--- src/rtl/nexys_starship_spawn_ctrl.sv ---
// Spawn/kill/expiry controller for the four monster slots. It turns PRNG spawn
// pulses into timed slots, scores player shots and ends the game on expiry.
module nexys_starship_spawn_ctrl #(
   parameter logic [7:0] TIMEOUT    = 8'd50,
   parameter int         MAX_ACTIVE = 3,
   parameter int         SCORE_W    = 8
) (
   input  logic               Clk,
   input  logic               Reset,
   input  logic               start,
   input  logic               timer_tick,
   input  logic               top_random,
   input  logic               btm_random,
   input  logic               left_random,
   input  logic               right_random,
   input  logic               top_shot,
   input  logic               btm_shot,
   input  logic               left_shot,
   input  logic               right_shot,
   output logic               top_monster,
   output logic               btm_monster,
   output logic               left_monster,
   output logic               right_monster,
   output logic [2:0]         active_count,
   output logic [SCORE_W-1:0] score,
   output logic               gameover,
   output logic               playing
);

   // state | meaning
   // IDLE  | after reset, waiting for the first start; slots held clear
   // PLAY  | game running: spawns, shots and ticks are processed
   // OVER  | a deadline expired; slots frozen for display until start
   typedef enum logic [1:0] {IDLE, PLAY, OVER} state_t;

   localparam logic [2:0]           MAX_C     = 3'(MAX_ACTIVE);
   localparam logic [SCORE_W+2:0]   SCORE_MAX = {3'b000, {SCORE_W{1'b1}}};

   state_t             state, state_nxt;
   logic [3:0]         live, live_nxt;
   logic [3:0][7:0]    timer, timer_nxt;
   logic [2:0]         count_nxt;
   logic [SCORE_W-1:0] score_nxt;
   logic [3:0]         spawn, shot, kill, expire;
   logic [2:0]         budget, kill_cnt;
   logic [SCORE_W+2:0] score_sum;

   // index order is the spawn priority: 0=top, 1=btm, 2=left, 3=right
   assign spawn = {right_random, left_random, btm_random, top_random};
   assign shot  = {right_shot, left_shot, btm_shot, top_shot};

   always_comb begin
      state_nxt = state;
      live_nxt  = live;
      timer_nxt = timer;
      score_nxt = score;
      kill      = '0;
      expire    = '0;
      kill_cnt  = '0;
      score_sum = '0;
      // capacity comes from the registered count, so same-cycle kills free nothing
      budget    = MAX_C - active_count;
      count_nxt = '0;

      case (state)
         IDLE, OVER: begin
            if (start) begin
               state_nxt = PLAY;
               live_nxt  = '0;
               timer_nxt = '0;
               score_nxt = '0;
            end
         end
         PLAY: begin
            if (start) begin
               live_nxt  = '0;
               timer_nxt = '0;
               score_nxt = '0;
            end else begin
               for (int i = 0; i < 4; i++) begin
                  if (live[i]) begin
                     if (shot[i]) begin
                        kill[i]      = 1'b1;
                        live_nxt[i]  = 1'b0;
                        timer_nxt[i] = '0;
                     end else if (timer_tick) begin
                        if (timer[i] == 8'd1) expire[i] = 1'b1;
                        else timer_nxt[i] = timer[i] - 8'd1;
                     end
                  end else if (spawn[i] && (budget != 3'd0)) begin
                     live_nxt[i]  = 1'b1;
                     timer_nxt[i] = TIMEOUT;
                     budget       = budget - 3'd1;
                  end
               end
               for (int i = 0; i < 4; i++)
                  kill_cnt = kill_cnt + {2'b00, kill[i]};
               score_sum = {3'b000, score} + (SCORE_W+3)'(kill_cnt);
               score_nxt = (score_sum > SCORE_MAX) ? {SCORE_W{1'b1}}
                                                   : score_sum[SCORE_W-1:0];
               if (|expire) state_nxt = OVER;
            end
         end
         default: state_nxt = IDLE;
      endcase

      for (int i = 0; i < 4; i++)
         count_nxt = count_nxt + {2'b00, live_nxt[i]};
   end

   always_ff @(posedge Clk or negedge Reset) begin
      if (!Reset) begin
         state        <= IDLE;
         live         <= '0;
         timer        <= '0;
         active_count <= '0;
         score        <= '0;
         gameover     <= 1'b0;
         playing      <= 1'b0;
      end else begin
         state        <= state_nxt;
         live         <= live_nxt;
         timer        <= timer_nxt;
         active_count <= count_nxt;
         score        <= score_nxt;
         gameover     <= (state_nxt == OVER);
         playing      <= (state_nxt == PLAY);
      end
   end

   assign top_monster   = live[0];
   assign btm_monster   = live[1];
   assign left_monster  = live[2];
   assign right_monster = live[3];

endmodule

--- config.mk ---
export PLATFORM = sky130hd
export DESIGN_NAME = nexys_starship_spawn_ctrl
export DESIGN_NICKNAME = d
export VERILOG_FILES = /design/src/rtl/nexys_starship_spawn_ctrl.sv
export SDC_FILE = /design/constraint.sdc
export NUM_CORES = 1
export LEC_CHECK = 0
export ABC_CLOCK_PERIOD_IN_PS = 4900
export BUFFER_PORTS_ARGS = -buffer_cell sky130_fd_sc_hd__buf_2
export CAP_MARGIN = 20
export CELL_PAD_IN_SITES_DETAIL_PLACEMENT = 0
export CELL_PAD_IN_SITES_GLOBAL_PLACEMENT = 1
export CORE_ASPECT_RATIO = 0.9
export CORE_MARGIN = 2
export CORE_UTILIZATION = 41
export DETAILED_ROUTE_END_ITERATION = 10
export PLACE_DENSITY_LB_ADDON = 0.1
export SLEW_MARGIN = 0
export SYNTH_ARGS = -nofsm -noshare
export SYNTH_HDL_FRONTEND = slang
export SYNTH_SLANG_ARGS = --single-unit
export TNS_END_PERCENT = 20
--- constraint.sdc ---
create_clock -name Clk -period 4.9 [get_ports Clk]
set_input_delay 0 -clock Clk [delete_from_list [all_inputs] [get_ports Clk]]
set_output_delay 0 -clock Clk [all_outputs]
set_load 0.02 [all_outputs]
==> results.txt <==
The headroom to the max-slew limit is 0.489. The cell that appears most often on the critical path is ha_4. The startpoint kind of the worst setup timing path is a register. The distinct cell type count after synthesis came out at 62. The logic depth of the worst path, buffers included came out at 18. The post-layout minimum cycle time came out at 4.84 ns. The minimum setup slack in the final design came out at 0.0633 ns. The peak supply drop is 220 uV. The number of buffers created by CTS came out at 5. The detail route stage leaves a number of antenna-violating nets equal to 0. The post-place setup slack is 0.00171 ns. On the worst path, the slowest cell contributes a delay of 0.57 ns.

Counting the fill cells in the layout gives 719. The average wire per standard cell is 15.9 um. The antenna diode instance count is 0. The post-synthesis cell count is 362. In this run, synthesis produced a sequential element count of 51. The core region is 0.00762 mm2.

The floorplan step defined a die boundary enclosing 0.00868 mm2. The max-cap check violation count is 0. The vertical extent of the die is 88.6 um. The number of antenna violations at the first check in global routing is 0. The number of vias in the routed layout is 2800.

The worst-case register-to-register setup slack came out at 0.06 ns. In this run the cell area of the synthesized design comes to 0.00326 mm2. After synthesis, the share of flip-flops with an asynchronous set or reset is 1.00. The first global-routing pass estimated 13400 um of wire.

The most used flip-flop cell after synthesis is dfrtp_1. The cell count after placement is 487. The total number of yosys warnings came out at 0. The most common library cell in the layout ignoring fill and taps is dfrtp_1. The clock edge transition at the registers on the reported setup and hold paths is 0.11 ns. The via count normalized by instance count came out at 5.61. The reported leakage power is 0.00173 uW. The H-tree was split into 2 levels.

The tree is rooted in a clkbuf_8. The timing-limited maximum frequency came out at 207 MHz. The combined global-route utilization of all metal layers came out at 0.193. Setup repair after global routing could not meet its margin everywhere.

For this design the ratio of total power to cell area is 571 mW/mm2. The clock net sink count came out at 51. In the routed design, unresolved DRC markers number 0. The congestion estimate from routability-driven global placement came to 0.814. In the layout the commonest cells are dfrtp_1, o21ai_0, nor2_1, nand2_1, buf_2.

The fraction of post-synthesis cell area in the top cell type by area came out at 0.391. The layout net count came out at 435. Global routing finished with a remaining overflow of 0. STA puts the critical path data required time at 5.17 ns.

In the final layout, the share of cells above drive strength 1 is 0.186. The filler-free cell count of the finished design came out at 499. The largest total area in the synthesized netlist belongs to dfrtp_1. The final cycle utilization of the critical path is 0.987. The buffer depth of the longest clock path is 2.

The clock latency on the worst-skew pair is 0.32 ns. The quantity of I/O buffers inserted on ports is 28. The largest individual stage delay along the critical path comes from the cell or4_4.

Traced cell by cell, the critical path runs through ha_4, ha_4, nor3b_4, mux2_4, ha_4, ha_4, or3b_4, mux2_4, ha_4, ha_4, or3b_4, nand4_1, o22ai_2, or4_4, nand2_4, fa_1, ha_2, ha_4. The endpoint type of the worst setup path is a register. The critical path is of the register to register type.

The dominant delay contributor by cell family on the critical path is adder cells. Of the synthesized area, sequential elements account for 0.391. The final-report hold violation count was 0.

The HPWL after detailed placement came out at 5700 um. The instance count along the most critical hold path came out at 3. The initial core utilization came out at 0.428. Along the worst path, the maximum fanout reaches 3. The number of buffers and inverters on the critical path is 0. The via count of the first global-routing pass was 2724. The transition at the pin with the smallest max-transition slack came out at 0.759 ns. The setup clock skew after layout came out at 0.0130 ns. By area the synthesized netlist is led by dfrtp_1, o21ai_0, ha_1, nand2_1, nor2_1.

The min-delay analysis places its worst path in the category primary input to register. Dividing the synthesized area by the synthesized cell count gives 9.01 um2. The x dimension of the die came out at 98 um.

The flow ran to the end, and the final reports show no timing, DRC or antenna violations. The total count of max-transition violations in the final report is 0. Relative to the synthesized area, the layout overhead comes to 16.0%. The routed wire length came out at 7910 um. Setup violations remaining at the end of the flow were counted as 0. The first-pass iteration count of the detailed router came out at 4. The site row count is 30. Entering global routing, the biggest net connects 52 pins.

In this run, synthesis inferred 0 flip-flops with an integrated enable. The cell count of the worst reg-to-reg path is 18. The number of top-level pins came out at 29. The critical path arrival came out at 5.10 ns. The number of DRC markers after the initial detailed-route iteration is 126.

For this run, the share of the core covered by cells in the final layout is 0.496. TritonCTS built the clock tree. The number of nets in the synthesized netlist is 395.
## per-stage QoR
step,TNS (ns),hold slack [ns],total power (uW),area [um2]
after detailed placement,0,0.171,1870,3640
final,0,0.0653,2160,3780
after CTS,0,0.0620,2130,3740
after global routing,-0.0635,0.0735,2360,3780
after global placement,0,0.174,1850,3640
after floorplan,-0.142,-0.296,1550,3370
## cells in the mapped netlist (2+ instances only)
master	number
o31ai_1	6
nor2b_1	4
nor2_1	33
or3_1	4
nand4_1	2
a21boi_0	4
dfrtp_1	51
nand2b_1	9
ha_1	17
a31oi_1	5
or4_1	4
o21ai_1	2
xor2_1	2
nor4_1	4
nand3b_1	2
nor3_1	9
and3_1	4
and2_1	4
a22o_1	5
or3b_1	2
a32oi_1	2
a21o_1	5
o221ai_1	2
nand2_1	34
clkbuf_1	4
buf_2	2
inv_1	23
fa_1	4
nor3b_1	3
nand3_1	9
mux2_2	3
a21oi_1	22
o21ai_0	43
o21ai_4	2
xnor2_1	4
## sequential cells by signal (all words and copies together) (netlist names)
register	cells
live	4
active_count	3
gameover	1
playing	1
score	8
state	2
timer	32
## kinds of logic after synthesis
| family | after synthesis | synth area share |
|---|---|---|
| AO/OA/AOI/OAI | 115 | 0.233 |
| XOR/XNOR | 7 | 0.0234 |
| adder cells (fa/ha/maj) | 21 | 0.0898 |
| buffers and inverters | 31 | 0.0399 |
| flip-flops | 51 | 0.391 |
| multiplexers | 3 | 0.0104 |
| AND/OR/NAND/NOR | 134 | 0.212 |
## power by group
group | internal [uW] | leakage, uW | switching [uW] | total (uW)
Combinational | 542 | 0.00101 | 698 | 1240
Sequential | 534 | 0.000675 | 130 | 664
Clock | 99.9 | 0.0000402 | 154 | 254
Total | 1180 | 0.00173 | 983 | 2160
## per-layer routing
layer  vias up  part of all wire  global-route usage
li1       1393                 -                   -
met1      1361              0.52               0.280
met2        44              0.44               0.299
met3         2             0.032              0.0458
met4         0            0.0042              0.0366
met5         -                 0                   0
## worst reg2reg max path: cells and delay by family (launching register included)
kind | cells | cell delay [ns]
and+or+nand+nor | 6 | 1.74
DFF | 1 | 0.45
adders and majority gates | 9 | 1.84
muxes | 2 | 0.66
AOI/OAI and AO/OA | 1 | 0.09
## cell type report
cell class / instances / area [um2] / area share
Inverter: 23 / 86.3 / 0.0228
Tap cell: 96 / 120 / 0.0318
Sequential cell: 51 / 1280 / 0.338
Multi-Input combinational cell: 280 / 1970 / 0.520
Timing Repair Buffer: 41 / 240 / 0.0635
Clock inverter: 3 / 20.0 / 0.00529
Clock buffer: 5 / 68.8 / 0.0182
## final timing paths
path,start,endpoint
hold reg to reg,timer[15],timer[15]
max in group asynchronous,Reset,active_count[1]
min in group asynchronous,Reset,timer[25]
hold / removal,top_shot,timer[0]
setup / recovery,active_count[0],active_count[1]
setup reg to reg,active_count[0],active_count[1]
## what timing repair did
item	CTS	global route
pin swaps	0	10
buffers inserted	0	3
gates resized for setup	1	2
setup endpoints to repair	1	2
hold endpoints to repair	51	0
hold buffers	1	0
(Power assumes the default switching activity.)
